### src/rtl/consmax_lut_loader.sv
// Streams FP LUT entries into the ConSmax LUT write port, covering a programmable
// contiguous range of the concatenated LUT0/LUT1 address space.
module consmax_lut_loader #(
  parameter int LUT_DATA  = 16,
  parameter int LUT_ADDR  = 4,
  parameter int LUT_DEPTH = 2**LUT_ADDR
) (
  input  logic                  clk,
  input  logic                  rst,
  input  logic                  start,
  input  logic                  abort,
  input  logic [LUT_ADDR:0]     cfg_base,
  input  logic [LUT_ADDR+1:0]   cfg_len,
  input  logic [LUT_DATA-1:0]   s_data,
  input  logic                  s_valid,
  output logic                  s_ready,
  output logic [LUT_ADDR:0]     lut_waddr,
  output logic                  lut_wen,
  output logic [LUT_DATA-1:0]   lut_wdata,
  output logic                  busy,
  output logic                  done,
  output logic                  aborted
);

  localparam int TOT = 2 * LUT_DEPTH;
  localparam logic [LUT_ADDR:0]   PTR_LAST = (LUT_ADDR+1)'(TOT - 1);
  localparam logic [LUT_ADDR+1:0] REM_ONE  = (LUT_ADDR+2)'(1);

  typedef enum logic [1:0] {S_IDLE, S_LOAD, S_FLUSH} state_t;

  state_t                state_q, state_d;
  logic [LUT_ADDR:0]     ptr_q, ptr_d;
  logic [LUT_ADDR+1:0]   rem_q, rem_d;
  logic [LUT_ADDR:0]     waddr_q, waddr_d;
  logic [LUT_DATA-1:0]   wdata_q, wdata_d;
  logic                  wen_q, wen_d;
  logic                  done_q, done_d;
  logic                  aborted_q, aborted_d;
  logic                  accept;

  always_comb begin
    state_d   = state_q;
    ptr_d     = ptr_q;
    rem_d     = rem_q;
    waddr_d   = waddr_q;
    wdata_d   = wdata_q;
    wen_d     = 1'b0;
    done_d    = 1'b0;
    aborted_d = aborted_q;
    s_ready   = (state_q == S_LOAD) && !abort;
    accept    = s_valid && s_ready;

    case (state_q)
      S_IDLE: begin
        if (start && !abort) begin
          ptr_d     = cfg_base;
          rem_d     = cfg_len;
          aborted_d = 1'b0;
          state_d   = (cfg_len == '0) ? S_FLUSH : S_LOAD;
        end
      end
      S_LOAD: begin
        // Abort wins over any beat this cycle; a write already in flight still lands.
        if (abort) begin
          state_d   = S_IDLE;
          aborted_d = 1'b1;
        end else if (accept) begin
          wen_d   = 1'b1;
          waddr_d = ptr_q;
          wdata_d = s_data;
          ptr_d   = (ptr_q == PTR_LAST) ? '0 : ptr_q + 1'b1;
          rem_d   = rem_q - 1'b1;
          if (rem_q == REM_ONE) state_d = S_FLUSH;
        end
      end
      S_FLUSH: begin
        state_d = S_IDLE;
        done_d  = 1'b1;
      end
      default: state_d = S_IDLE;
    endcase
  end

  always_ff @(posedge clk) begin
    if (!rst) begin
      state_q   <= S_IDLE;
      ptr_q     <= '0;
      rem_q     <= '0;
      waddr_q   <= '0;
      wdata_q   <= '0;
      wen_q     <= 1'b0;
      done_q    <= 1'b0;
      aborted_q <= 1'b0;
    end else begin
      state_q   <= state_d;
      ptr_q     <= ptr_d;
      rem_q     <= rem_d;
      waddr_q   <= waddr_d;
      wdata_q   <= wdata_d;
      wen_q     <= wen_d;
      done_q    <= done_d;
      aborted_q <= aborted_d;
    end
  end

  assign lut_waddr = waddr_q;
  assign lut_wdata = wdata_q;
  assign lut_wen   = wen_q;
  assign done      = done_q;
  assign aborted   = aborted_q;
  // Upstream must see busy until the final write has actually been presented.
  assign busy      = (state_q != S_IDLE) || wen_q;

endmodule

### config.mk
export PLATFORM = sky130hd
export DESIGN_NAME = consmax_lut_loader
export DESIGN_NICKNAME = d
export VERILOG_FILES = /design/src/rtl/consmax_lut_loader.sv
export SDC_FILE = /design/constraint.sdc
export NUM_CORES = 1
export LEC_CHECK = 0
export ABC_CLOCK_PERIOD_IN_PS = 2000
export CAP_MARGIN = 20
export CORE_UTILIZATION = 45
export DETAILED_ROUTE_END_ITERATION = 8
export PLACE_DENSITY_LB_ADDON = 0.2
export SLEW_MARGIN = 15
export SYNTH_ARGS = -nofsm -noshare
export SYNTH_HDL_FRONTEND = slang
export SYNTH_SLANG_ARGS = --single-unit
export TNS_END_PERCENT = 5
### constraint.sdc
create_clock -name clk -period 2 [get_ports clk]
set_input_delay 0.4 -clock clk [delete_from_list [all_inputs] [get_ports clk]]
set_output_delay 0.4 -clock clk [all_outputs]
set_load 0.005 [all_outputs]
==> impl_metrics.py <==
metrics = {
    "route": {
        "drtAntennaViolNets": 0,
        "wl_per_cell_um": 12.3,
        "drt_iter0_markers": 47,
        "via_count": 1611,
        "drc": 0,
        "drt-total-wl_mm": 3.86,
        "via_per_inst": 5.13,
        "firstDrtPassIters": 4,
    },
    "timing": {
        "worst_slew_pin_slew_ns": 0.481,
        "post-route-period-util_pct": 93.7,
        "maxSlewViolCount": 0,
        "fin_worst_skew_ns": 0.00625,
        "fin_tns_setup_ns": 0,
        "setup_viol": 0,
        "holdWs_ns": 0.454,
        "clock.fmax_ghz": 0.533,
        "rsz0062_at_grt": "false",
        "period_needed_ns": 1.87,
        "hold_viol": 0,
        "fin_ws_ns": 0.125,
        "slew_headroom_pct": 67.9,
    },
    "pwr": {
        "p_int_mw": 1.15,
        "max-vdd-ir-drop_uv": 390,
        "pwr-share-comb_pct": 13.9,
        "switching_share_pct": 24.3,
        "power.switching_uw": 369,
        "p_clk_share_pct": 34.8,
        "power_density_nw_per_um2": 639,
        "p_leak_nw": 0.843,
        "pwr-share-seq_pct": 51.4,
    },
    "placement": {
        "portBuffers": 57,
        "dpl_cell_area_um2": 2290,
        "place_congestion": 0.785,
        "dp_cells": 307,
        "dp_hpwl_mm": 2.82,
        "dp_slack_ns": -0.0201,
    },
    "floorplan": {
        "fp.dieW_um": 63.2,
        "io_pins": 58,
        "initial_utilization_pct": 48.6,
        "die_y_um": 63.2,
        "rows": 21,
        "dieArea_um2": 3990,
        "coreArea_um2": 3470,
    },
    "hold_path": {
        "min_path_type": "flop to flop",
        "whs_path_depth": 2,
        "min_from": "lut_wdata[5]",
        "holdPathEnd": "lut_wdata[5]",
    },
    "worst_setup_path": {
        "slowest_delay_ns": 0.45,
        "worstReg2RegStart": "ptr_q[0]",
        "cp_slowest_cell": "clkdlybuf4s50_1",
        "r2r_end": "ptr_q[3]",
        "cp_data_required_time_ns": 1.60,
        "worst-r2r-cell-count": 6,
        "startpoint_type": "flop",
        "crit_fanout": 6,
        "critPathKind": "flop to output port",
        "ff2ff_setup_slack_ns": 0.43,
        "worstSetupEndpointType": "output port",
        "cp_cell_sequence": "or3_1, clkdlybuf4s50_1",
        "critPathArrivalTime_ns": 1.47,
    },
    "yosys": {
        "yosys_warnings": 0,
        "synth_area_um2": 1690,
        "ys_ff_latch": 37,
        "ys_seq_area_share_pct": 43.9,
        "synth_cell_type_count": 41,
        "syn-instance-count": 208,
        "syn-num-nets": 244,
        "syn_area_per_cell_um2": 8.10,
    },
    "global_route": {
        "antenna_found_initial": 0,
        "grt_pass1_vias": 1531,
        "grt_max_degree": 23,
        "grt_pass1_wl_mm": 6.51,
        "grt_overflow": 0,
        "grt_usage_pct": 20.3,
    },
    "layout": {
        "fillers": 304,
        "drive_above_1_share_pct": 10.4,
        "final_area_um2": 2380,
        "synthToLayoutAreaGrowth_pct": 41.0,
        "fin_cells": 314,
        "fin_nets": 304,
        "n_antenna_cell": 0,
    },
    "cts": {
        "postCtsSetupBuffers": 0,
        "clock_sinks": 37,
        "cts_tree": "yes",
        "clk_latency_ns": 0.29,
        "cts_root_buf": "clkbuf_8",
        "cts_buffer_depth": 2,
        "hold_buffers": 0,
        "clk_pin_slew_ns": 0.07,
        "h-tree-depth": 2,
        "cts_made_buffers": 5,
    },
    "job": {
        "drv_cap": 0,
    },
    "status": {
        "status": "complete, no violations",
    },
}
[state kept, by name, indices dropped and copies added (netlist names)]
register / count
done: 1
rem_q: 6
ptr_q: 5
lut_waddr: 5
lut_wen: 1
lut_wdata: 16
state_q: 2
aborted: 1
[layer usage]
layer	vias to the layer above	track usage, %	part of all wire [%]
met4	0	7.67	1.5
met1	732	23.4	45
li1	829	-	-
met2	42	36.7	49
met3	8	3.99	4.3
met5	-	0	0
[synthesized netlist by cell type, drive strengths merged]
cell	number	area [um^2]
o21ai	8	43.8
and3	2	12.5
a311oi	1	8.76
and2b	1	7.51
o21a	1	7.51
nand2b	2	20.0
ha	4	50.1
a32oi	1	8.76
nand2	50	188
nor3	7	40.0
nor3b	3	33.8
or3	1	6.26
a21boi	1	7.51
nor2	14	55.1
clkbuf	1	3.75
o22ai	1	6.26
nand4	2	12.5
and2	3	23.8
or2	1	6.26
o211ai	4	30.0
buf	11	83.8
inv	6	22.5
a211o	1	8.76
nor2b	1	8.76
nand3	3	15.0
a22oi	1	7.51
nor4	1	6.26
a211oi	4	30.0
dfxtp	37	741
nand4b	1	8.76
a21oi	34	181
[final cells by class]
cell class                 instances  area (um^2)  share of cell area [%]
timing repair buffer              65          629                    26.5
inverter                           6         22.5                   0.948
clock inverter                     1         7.51                   0.316
multi-input combinational        153          835                    35.1
clock buffer                       6         82.6                    3.48
sequential                        37          742                    31.2
tap                               46         57.6                    2.42
[worst max-delay path: cells and delay by family, from the launching register on]
| kind | cells | cell delay (ns) |
|---|---|---|
| simple gates | 1 | 0.38 |
| flops | 1 | 0.37 |
| buf+inv | 1 | 0.45 |
[power groups by stage]
stage               registers, mW  clock network (mW)  logic, mW
floorplan                   0.792                   0      0.111
global placement            0.796                   0      0.207
detailed placement          0.796                   0      0.211
CTS                         0.780               0.535      0.211
global route                0.783               0.572      0.232
finish                      0.780               0.528      0.211
[metrics by stage]
step	utilization (%)	total power [mW]
floorplan	-	0.903
CTS	68.5	1.53
global placement	65.9	1.00
finish	68.5	1.52
global route	68.5	1.59
detailed placement	65.9	1.01
[kinds of logic (layout without fill, tap and decap cells)]
group	count (synthesis)	count (layout)	share of synthesized area [%]
flip-flops	37	37	43.9
AO/OA/AOI/OAI	57	57	20.2
AND/OR/NAND/NOR	92	92	26.4
buffers and inverters	18	78	6.53
adder cells (fa/ha/maj)	4	4	2.97
[layout by cell type, fill, tap and decap left out, types with 3 or more instances in the layout]
cell	instances
clkdlybuf4s50_1	56
nand2_1	50
dfxtp_1	36
a21oi_1	31
nor2_1	13
buf_4	8
o21ai_0	7
inv_1	6
nor3_1	6
clkbuf_8	6
o211ai_1	4
a211oi_1	4
ha_1	4
nand3_1	3
a21oi_2	3
[worst max path at each step]
stage | from | endpoint | slack [ns] | depth (start not counted)
final | state_q[1] | busy | 0.13 | 2
after global placement | abort | s_ready | 0.03 | 3
after floorplan | ptr_q[0] | ptr_q[3] | 0.57 | 6
after CTS | state_q[1] | busy | 0.06 | 2
after detailed placement | abort | s_ready | -0.02 | 3
after global routing | state_q[1] | busy | 0.05 | 2
[repair_timing]
action                     in CTS  in global routing
resized for setup               1                  1
setup endpoints to repair       1                  1
cloned                          0                  0
(Power assumes the default switching activity.)
